[src/rtl/fetch_unit.sv]
`default_nettype none
// ============================================================================
// Module      : fetch_unit
// Description : PC/fetch stage feeding a combinational instruction ROM, with a
//               small {pc, instr} FIFO presented to decode via valid/ready.
// Revision    : 1.0 - initial release
// ============================================================================
module fetch_unit #(
    parameter logic [31:0] RESET_PC    = 32'h0000_0000,
    parameter int          QUEUE_DEPTH = 2,
    parameter int          IMEM_WORDS  = 64
) (
    input  logic        clk,
    input  logic        rst_n,
    output logic [31:0] imem_addr,
    input  logic [31:0] imem_rdata,
    input  logic        redirect_valid,
    input  logic [31:0] redirect_pc,
    output logic        out_valid,
    input  logic        out_ready,
    output logic [31:0] out_instr,
    output logic [31:0] out_pc,
    output logic [31:0] out_pc_plus4,
    output logic        fetch_fault
);

    localparam int          c_PW       = $clog2(QUEUE_DEPTH);
    localparam int          c_CW       = c_PW + 1;
    localparam logic [31:0] c_PC_LIMIT = 32'(IMEM_WORDS * 4);
    localparam logic [c_CW-1:0] c_FULL = c_CW'(QUEUE_DEPTH);

    localparam logic [0:0] c_ST_RUN  = 1'b0;
    localparam logic [0:0] c_ST_HALT = 1'b1;

    logic [0:0]      r_state;
    logic [31:0]     r_pc;
    logic [c_PW-1:0] r_wr_ptr;
    logic [c_PW-1:0] r_rd_ptr;
    logic [c_CW-1:0] r_count;
    logic [31:0]     r_q_pc    [QUEUE_DEPTH];
    logic [31:0]     r_q_instr [QUEUE_DEPTH];

    logic w_pc_illegal;
    logic w_redir_illegal;
    logic w_full;
    logic w_pop;
    logic w_push;

    assign w_pc_illegal    = (r_pc[1:0] != 2'b00) || (r_pc >= c_PC_LIMIT);
    assign w_redir_illegal = (redirect_pc[1:0] != 2'b00) || (redirect_pc >= c_PC_LIMIT);
    assign w_full          = (r_count == c_FULL);
    assign w_pop           = out_valid && out_ready;
    // A full queue may still accept a push when the head leaves in the same cycle
    assign w_push          = !redirect_valid && (r_state == c_ST_RUN) && !w_pc_illegal
                             && (!w_full || w_pop);

    always_ff @(posedge clk or negedge rst_n) begin
        if (!rst_n) begin
            r_state  <= c_ST_RUN;
            r_pc     <= RESET_PC;
            r_wr_ptr <= '0;
            r_rd_ptr <= '0;
            r_count  <= '0;
        end else if (redirect_valid) begin
            r_pc     <= redirect_pc;
            r_state  <= w_redir_illegal ? c_ST_HALT : c_ST_RUN;
            r_wr_ptr <= '0;
            r_rd_ptr <= '0;
            r_count  <= '0;
        end else begin
            if (r_state == c_ST_RUN && w_pc_illegal) begin
                r_state <= c_ST_HALT;
            end
            if (w_push) begin
                r_pc     <= r_pc + 32'd4;
                r_wr_ptr <= r_wr_ptr + 1'b1;
            end
            if (w_pop) begin
                r_rd_ptr <= r_rd_ptr + 1'b1;
            end
            r_count <= r_count + c_CW'(w_push) - c_CW'(w_pop);
        end
    end

    // Storage needs no reset: the head is masked whenever the queue is empty
    always_ff @(posedge clk) begin
        if (w_push) begin
            r_q_pc[r_wr_ptr]    <= r_pc;
            r_q_instr[r_wr_ptr] <= imem_rdata;
        end
    end

    assign imem_addr    = r_pc;
    assign out_valid    = (r_count != '0);
    assign out_pc       = out_valid ? r_q_pc[r_rd_ptr] : 32'h0;
    assign out_instr    = out_valid ? r_q_instr[r_rd_ptr] : 32'h0;
    assign out_pc_plus4 = out_valid ? (r_q_pc[r_rd_ptr] + 32'd4) : 32'h0;
    assign fetch_fault  = (r_state == c_ST_HALT);

endmodule
`default_nettype wire

[config.mk]
export PLATFORM = sky130hd
export DESIGN_NAME = fetch_unit
export DESIGN_NICKNAME = d
export VERILOG_FILES = /design/src/rtl/fetch_unit.sv
export SDC_FILE = /design/constraint.sdc
export NUM_CORES = 1
export LEC_CHECK = 0
export CORE_MARGIN = 5
export CORE_UTILIZATION = 53
export DETAILED_ROUTE_END_ITERATION = 10
export PLACE_DENSITY = 0.94
export SLEW_MARGIN = 20
export SYNTH_ARGS = -nofsm -noshare
export SYNTH_HDL_FRONTEND = slang
export SYNTH_SLANG_ARGS = --single-unit
[constraint.sdc]
create_clock -name clk -period 10.9 [get_ports clk]
set_input_delay 2.725 -clock clk [delete_from_list [all_inputs] [get_ports clk]]
set_output_delay 2.725 -clock clk [all_outputs]
set_load 0.005 [all_outputs]
## Yosys cells after proc, flatten, opt, wreduce, memory -nomap -nowiden

Memory sizes are Yosys's and may differ from the RTL's.
Cells that the tools add are included.

- $add $sub $neg: 6
- Multipliers: 0
- Divide/modulo/power cells: 0
- Magnitude comparators: 2
- Equal/unequal tests: 1
- Shift operators: 0
- Mux-type cells: 15
- Bitwise gates (word level): 1
- Reduce and logical (&&, ||, !) cells: 17

Operator list:

| kind | number |
|---|---|
| $mux W32 | 5 |
| $add A32 B3 Y32 const B | 2 |
| $ge A32 B9 Y1 const B | 2 |
| $reduce_bool A2 Y1 | 6 |
| $mux W1 | 9 |
| $logic_and A1 B1 Y1 | 5 |
| $logic_not A1 Y1 | 3 |
| $logic_or A1 B1 Y1 | 3 |
| $add A1 B1 Y1 const B | 2 |
| $add A2 B1 Y2 | 1 |
| $eq A2 B2 Y1 const B | 1 |
| $mux W2 | 1 |
| $sub A2 B1 Y2 | 1 |
| $not A1 Y1 | 1 |

- Bits in registers: 37
- Bits in latches: 0
- Memory bits (writable): 128
- ROM bits: 0
- Input bits: 68
- Memories kept: 2

Memories:

| memory | words | width | rd ports | clocked after memory_dff | write ports | RTL line | text |
|---|---|---|---|---|---|---|---|
| r_q_instr | 2 | 32 | 1 | 0 | 1 | 41 | `logic [31:0] r_q_instr [QUEUE_DEPTH];` |
| r_q_pc | 2 | 32 | 1 | 0 | 1 | 40 | `logic [31:0] r_q_pc [QUEUE_DEPTH];` |

## Longest topological paths before layout

Gate-level depths: netlist of the first run.

- Depth after elaboration: 8
- Mapped depth: 12
- Mapped depth without buffers: 9

## Least setup slack after synthesis of the first run

Ideal clock, no wire load.

- Kind: input port to flip-flop
- Start point: in redirect_valid
- End point: mem r_q_instr[0][0], enable pin
- Data arrival time: 6.483 ns
- Slack: 3.931 ns
- Cell stages on the path: 6
- Path through: clkbuf_1 -> nor4_2 -> nand4bb_4 -> or2_1 -> buf_2 -> nor2_1

- Word-level cells in the longest chain between the ends: 6

Ends and longest elaborated chain:

| item | RTL line | text |
|---|---|---|
| from (decl) | 17 | `input logic redirect_valid,` |
| $logic_not A1 Y1 | 54 | `assign w_push = !redirect_valid && (r_state == c_ST_RUN) && !w_pc_illegal` |
| $logic_and A1 B1 Y1 (2 in series) | 54 |  |
| $logic_and A1 B1 Y1 | 55 | `&& (!w_full \|\| w_pop);` |
| $mux W1 | 87 | `if (w_push) begin` |
| $mux W1 (implied by the code) | 89 | `r_q_instr[r_wr_ptr] <= imem_rdata;` |
| to (decl) | 41 |  |

No other way between the ends.

## Worst setup path after layout of the first run

- Start point: reg r_rd_ptr
- End point: out out_pc_plus4[28]

- Word-level cells in the longest chain between the ends: 3

Ends and longest elaborated chain:

| item | RTL line | text |
|---|---|---|
| from (decl) | 38 | `logic [c_PW-1:0] r_rd_ptr;` |
| from (signal assigned) | 79 | `r_rd_ptr <= r_rd_ptr + 1'b1;` |
| $mem_v2 Z2 W32 | - |  |
| $add A32 B3 Y32 | 97 | `assign out_pc_plus4 = out_valid ? (r_q_pc[r_rd_ptr] + 32'd4) : 32'h0;` |
| $mux W32 | 97 |  |
| to (decl) | 23 | `output logic [31:0] out_pc_plus4,` |

No other way between the ends.

==> results of run 1 <==
routing by layer:
layer | GRT usage | wire, um | share of wire | up-vias
met1 | 0.282 | 7330 | 0.39 | 2590
met3 | 0.0453 | 1340 | 0.071 | 56
li1 | - | - | - | 2438
met5 | 0 | 0 | 0 | -
met2 | 0.380 | 9430 | 0.50 | 263
met4 | 0.0994 | 657 | 0.035 | 0
logic make-up after synthesis:
family          after synthesis
flops                       165
fa+ha+maj                     4
xor+xnor                     17
buf+inv                      36
mux                          95
simple gates                181
compound gates               49
power groups by stage:
stage / registers (uW) / clock network, uW / logic (uW)
after floorplan: 720 / 0 / 18.3
after global placement: 727 / 0 / 75.0
after detailed placement: 728 / 0 / 77.2
after CTS: 716 / 587 / 78.3
after global routing: 718 / 620 / 82.6
final: 717 / 579 / 77.5
path summary, 6_finish.rpt:
| check | to | slack (ps) |
|---|---|---|
| worst min register to register | r_q_pc[0][28] | 550 |
| min in group asynchronous | imem_addr[9] | 2390 |
| max in group asynchronous | r_rd_ptr | 7910 |
| worst max register to register | r_q_instr[0][19] | 8000 |
| worst min-delay path | r_q_pc[0][28] | 550 |
| worst max-delay path | out_pc_plus4[28] | 3900 |
synthesized netlist by cell type, types with 3 or more instances:
library cell / n
a21oi_1: 8
a221o_1: 4
a31oi_1: 3
and2_1: 8
and3_1: 4
buf_1: 3
buf_2: 7
buf_4: 7
clkbuf_1: 10
dfrtp_1: 37
edfxtp_1: 128
ha_1: 4
inv_1: 7
mux2_2: 30
mux2i_1: 63
nand2_1: 17
nand2b_1: 3
nand3_1: 9
nand4_1: 8
nand4b_1: 4
nor2_1: 86
nor3_1: 9
nor3b_1: 3
nor4_1: 14
o21a_1: 3
o21ai_0: 7
o31ai_1: 7
xnor2_1: 14
xor2_1: 3
stage by stage:
| step | instances | instance area, um2 | worst slack (ps) | util |
|---|---|---|---|---|
| final | 931 | 10200 | 3900 | 0.733 |
| after global routing | 931 | 10200 | 3720 | 0.733 |
| after CTS | 931 | 10200 | 3900 | 0.733 |
| after detailed placement | 899 | 9590 | 4350 | 0.691 |
| after global placement | 899 | 9590 | 4480 | 0.691 |
| after floorplan | 547 | 7520 | 3930 | - |
final cells by class:
| class | count | area, um2 |
|---|---|---|
| clock buffers | 21 | 440 |
| inverters | 7 | 26.3 |
| clock inverters | 11 | 136 |
| fillers | 870 | 3710 |
| flip-flops and latches | 165 | 4770 |
| repair buffers | 201 | 1990 |
| multi-input cells | 346 | 2580 |
| well taps | 180 | 225 |
flip-flops by register name, summed over array words and instances, names as in the netlist:
| signal | count |
|---|---|
| r_count | 2 |
| r_q_instr | 64 |
| r_rd_ptr | 1 |
| r_wr_ptr | 1 |
| r_q_pc | 64 |
| imem_addr | 32 |
| fetch_fault | 1 |
==> flow_summary.json, run 1 <==
{
  "status": "completed",
  "layout_commonest_cell": "clkdlybuf4s50_1",
  "setup_violations": 0,
  "post_cts_buffers": 0,
  "p_comb_frac": 0.056,
  "crit_top_cell": "mux2_2",
  "drt-pass1-iter-count": 5,
  "synth_compound_area_frac": 0.0524,
  "drt_iter0_markers": 362,
  "path_max_fanout": 46,
  "ir_drop_mv": 0.110,
  "overflow": 0,
  "tns_ps": 0,
  "criticalPathCategory": "reg -> out",
  "design.core.area_mm2": 0.0139,
  "ys_seq_elements": 165,
  "vias_per_cell": 5.74,
  "hold_violations": 0,
  "pwr-share-clk": 0.422,
  "port_buffers": 197,
  "total_power_uw": 1370,
  "muxShareOfSynthArea": 0.132,
  "max_freq_mhz": 143,
  "whs_ps": 549,
  "p_switching_uw": 270,
  "cp_num_cells": 9,
  "max_cap_viol_count": 0,
  "grt_pass1_wl_mm": 28.7,
  "synth_top_cell_by_area": "edfxtp_1",
  "synth_xor_area_frac": 0.0198,
  "period_needed_ps": 7000,
  "endpoint_kind": "output port",
  "power.internal_uw": 1100,
  "p_leak_uw": 0.00337,
  "die_height_um": 129,
  "clk_pin_slew_ps": 60,
  "cp_num_buf_inv": 3,
  "r2r_start": "imem_addr[1]",
  "grt_setup_unrepaired": "no",
  "synth-edff-count": 128,
  "area_delta_synth_final_pct": 35.2,
  "die_area_mm2": 0.0167,
  "netlist_instances": 547,
  "hold_depth": 0,
  "finalWeightedCongestion": 0.898,
  "fin_skew_ps": 6.13,
  "row_count": 43,
  "start_kind": "register",
  "clk_latency_ps": 420,
  "cp_top_family": "buffers and inverters",
  "hp-class": "reg -> reg",
  "fin_nets": 810,
  "antenna_found_initial": 0,
  "layout_common_cells": "clkdlybuf4s50_1 (195), edfxtp_1 (128), nor2_1 (84)",
  "maxSlewViolCount": 0,
  "wl_mm": 18.8,
  "dp_hpwl_mm": 13.4,
  "fp.dieW_um": 129,
  "synth.net_count": 619,
  "cp_cell_sequence": "buf_4 -> mux2_2 -> ha_1 -> inv_1 -> a211oi_4 -> nand4_4 -> nor3_1 -> mux2_2 -> clkdlybuf4s50_1",
  "async_flop_share": 0.224,
  "p_per_area_mw_per_mm2": 135,
  "ys_types": 62,
  "synth-seq-area-share": 0.634,
  "grtUsageTotal": 0.225,
  "synth-simple-area-share": 0.130,
  "drc_errors": 0,
  "power_switching_share": 0.196,
  "htreeDepth": 4,
  "synthTopCellsByArea": "edfxtp_1 (51%), dfrtp_1 (12%), mux2i_1 (8.4%), mux2_2 (4.5%), nor2_1 (4.3%)",
  "cts.sinks": 165,
  "rr_worst_depth": 5,
  "synth_top_family_by_area": "multiplexers",
  "postRouteAntennaNets": 0,
  "cts-resized-gates": 0,
  "pwr-share-seq": 0.522,
  "startpoint": "r_rd_ptr",
  "worstHoldStart": "imem_addr[28]",
  "first_global_vias": 5437,
  "hold_buffers": 0,
  "wl_per_cell_um": 20.2,
  "max_slew_margin": 0.430,
  "critPathRequiredTime_ps": 8180,
  "cpMaxStageDelayCell": "dfrtp_4",
  "numCtsBuffers": 17,
  "worstPathArrival_ps": 4280,
  "io_pins": 198,
  "diodes": 0,
  "synth_warnings": 0,
  "root_buffer": "clkbuf_16",
  "syn-cell-area_mm2": 0.00752,
  "syn-mean-instance-area_um2": 13.8,
  "synth_ff_type": "edfxtp_1",
  "synthAdderAreaFrac": 0.00665,
  "synth_top_area_share": 0.511,
  "grt_max_degree": 83,
  "start_util": 0.542,
  "fin_crit_sh": 0.642,
  "max_stage_delay_ps": 810,
  "tightest_slew_ps": 854,
  "layout-drive-gt1-share": 0.108,
  "cts_tree": "yes",
  "clk_path_buf_depth": 2,
  "vias": 5347
}
Power figures use the tool's default switching activity.
==> run 2, diff against run 1 <==
--- a/config.mk
+++ b/config.mk
@@ -6,9 +6,9 @@
 export NUM_CORES = 1
 export LEC_CHECK = 0
 export CORE_MARGIN = 5
-export CORE_UTILIZATION = 53
+export CORE_UTILIZATION = 44
 export DETAILED_ROUTE_END_ITERATION = 10
-export PLACE_DENSITY = 0.94
+export PLACE_DENSITY = 0.84
 export SLEW_MARGIN = 20
 export SYNTH_ARGS = -nofsm -noshare
 export SYNTH_HDL_FRONTEND = slang
==> constraint.sdc (replaced) <==
create_clock -name clk -period 6.1 [get_ports clk]
set_input_delay 1.525 -clock clk [delete_from_list [all_inputs] [get_ports clk]]
set_output_delay 1.525 -clock clk [all_outputs]
set_load 0.005 [all_outputs]
==> flow_summary.json, run 2 (synthesized netlist as in run 1, its figures left out) <==
{
  "status": "completed",
  "die_area_mm2": 0.0198,
  "hold_violations": 0,
  "max_freq_mhz": 192,
  "grt.met2_usage": 0.317,
  "grt-busiest-layer": "met2",
  "tns_ps": 0,
  "grt_pass1_wl_mm": 29.5,
  "rr_worst_depth": 5,
  "period_needed_ps": 5210,
  "htreeDepth": 4,
  "post-place-cells": 942,
  "finalWeightedCongestion": 0.840,
  "path_max_fanout": 63,
  "p_switching_uw": 506,
  "drt-pass1-iter-count": 4,
  "clk_latency_ps": 420,
  "cts-resized-gates": 0,
  "total_power_uw": 2480,
  "cts_tree": "yes",
  "hold_buffers": 0,
  "drc_errors": 0,
  "grt_max_degree": 64,
  "io_pins": 198,
  "wl_mm": 18.7,
  "grt_setup_unrepaired": "no",
  "grtUsageTotal": 0.189,
  "layout_commonest_cell": "clkdlybuf4s50_1",
  "fillers": 1283,
  "vias_per_cell": 5.33,
  "first_global_vias": 5412,
  "met3_usage": 0.0386,
  "fin_crit_sh": 0.854,
  "area_delta_synth_final_pct": 36.4,
  "p_leak_uw": 0.00341,
  "layout_common_cells": "clkdlybuf4s50_1 (195), edfxtp_1 (128), nor2_1 (84)",
  "critPathRequiredTime_ps": 4580,
  "diodes": 0,
  "ir_drop_mv": 0.229,
  "fp.dieW_um": 141,
  "power_switching_share": 0.204,
  "worstPathArrival_ps": 3680,
  "hold_depth": 0,
  "pwr-share-clk": 0.429,
  "pwr-share-seq": 0.516,
  "postRouteAntennaNets": 0,
  "layout-drive-gt1-share": 0.117,
  "clk_pin_slew_ps": 60,
  "dpl-instance-area_mm2": 0.00967,
  "clk_path_buf_depth": 2,
  "dp_hpwl_mm": 13.9,
  "endpoint_kind": "output port",
  "max_cap_viol_count": 0,
  "setup_violations": 0,
  "overflow": 0,
  "criticalPathCategory": "reg -> out",
  "start_kind": "register",
  "fin_nets": 813,
  "numCtsBuffers": 17,
  "die_height_um": 141,
  "post_cts_buffers": 0,
  "root_buffer": "clkbuf_16",
  "antenna_found_initial": 0,
  "power.internal_uw": 1970,
  "post-route-util": 0.615,
  "wl_per_cell_um": 19.2,
  "row_count": 47,
  "design.core.area_mm2": 0.0167,
  "start_util": 0.451,
  "hp-class": "reg -> reg",
  "tightest_slew_ps": 916,
  "cts.sinks": 165,
  "final_area_mm2": 0.0103,
  "maxSlewViolCount": 0,
  "fin_skew_ps": 9.09,
  "drt_iter0_markers": 251,
  "max_slew_margin": 0.390,
  "p_comb_frac": 0.055,
  "vias": 5190,
  "port_buffers": 197,
  "fin_cells": 974,
  "grtUsageMet1": 0.250,
  "p_per_area_mw_per_mm2": 241
}
[run 2: metrics by stage]
step           setup WS [ps]  hold slack [ps]
2_1_floorplan            331              503
3_3_place_gp            1370              507
3_5_place_dp            1310              517
4_1_cts                  859              529
5_1_grt                  733              550
6_report                 892              517
[run 2: power by group through the flow]
stage                     clock [uW]  sequential, uW  combinational (uW)
final                           1060            1280                 137
after global routing            1130            1280                 148
after CTS                       1080            1280                 139
after detailed placement           0            1300                 137
after global placement             0            1300                 134
after floorplan                    0            1290                32.8
[run 2: worst paths after layout]
check / startpoint / to / slack (ps)
max: r_rd_ptr / out_pc_plus4[28] / 890
min: imem_addr[24] / r_q_pc[0][24] / 520
max reg2reg: imem_addr[1] / r_q_instr[1][14] / 3210
min reg2reg: imem_addr[24] / r_q_pc[0][24] / 520
max in group asynchronous: rst_n / r_rd_ptr / 4280
min in group asynchronous: rst_n / imem_addr[12] / 1210
[run 2: layout make-up]
type / instances / area, um2 / area share
multi-input cells: 346 / 2580 / 0.251
repair buffers: 204 / 2010 / 0.196
clock inverters: 10 / 123 / 0.0119
well taps: 220 / 275 / 0.0268
inverters: 7 / 26.3 / 0.00256
flip-flops and latches: 165 / 4770 / 0.465
clock buffers: 22 / 474 / 0.0462
[run 2: layer usage]
metal  vias up  wire length (um)  part of all wire
met4         0               284             0.015
met2       180              9140              0.49
met1      2552              8050              0.43
li1       2433                 -                 -
met5         -                 0                 0
met3        25              1240             0.066
[run 2: worst max-delay path, stage by stage, from the launching register on]
cell             delay [ps]
dfrtp_4                 980
mux2_2                  330
ha_1                    140
inv_1                    80
a211oi_4                440
nand4_4                 230
nor3_1                  230
mux2_2                  360
clkdlybuf4s50_1         440
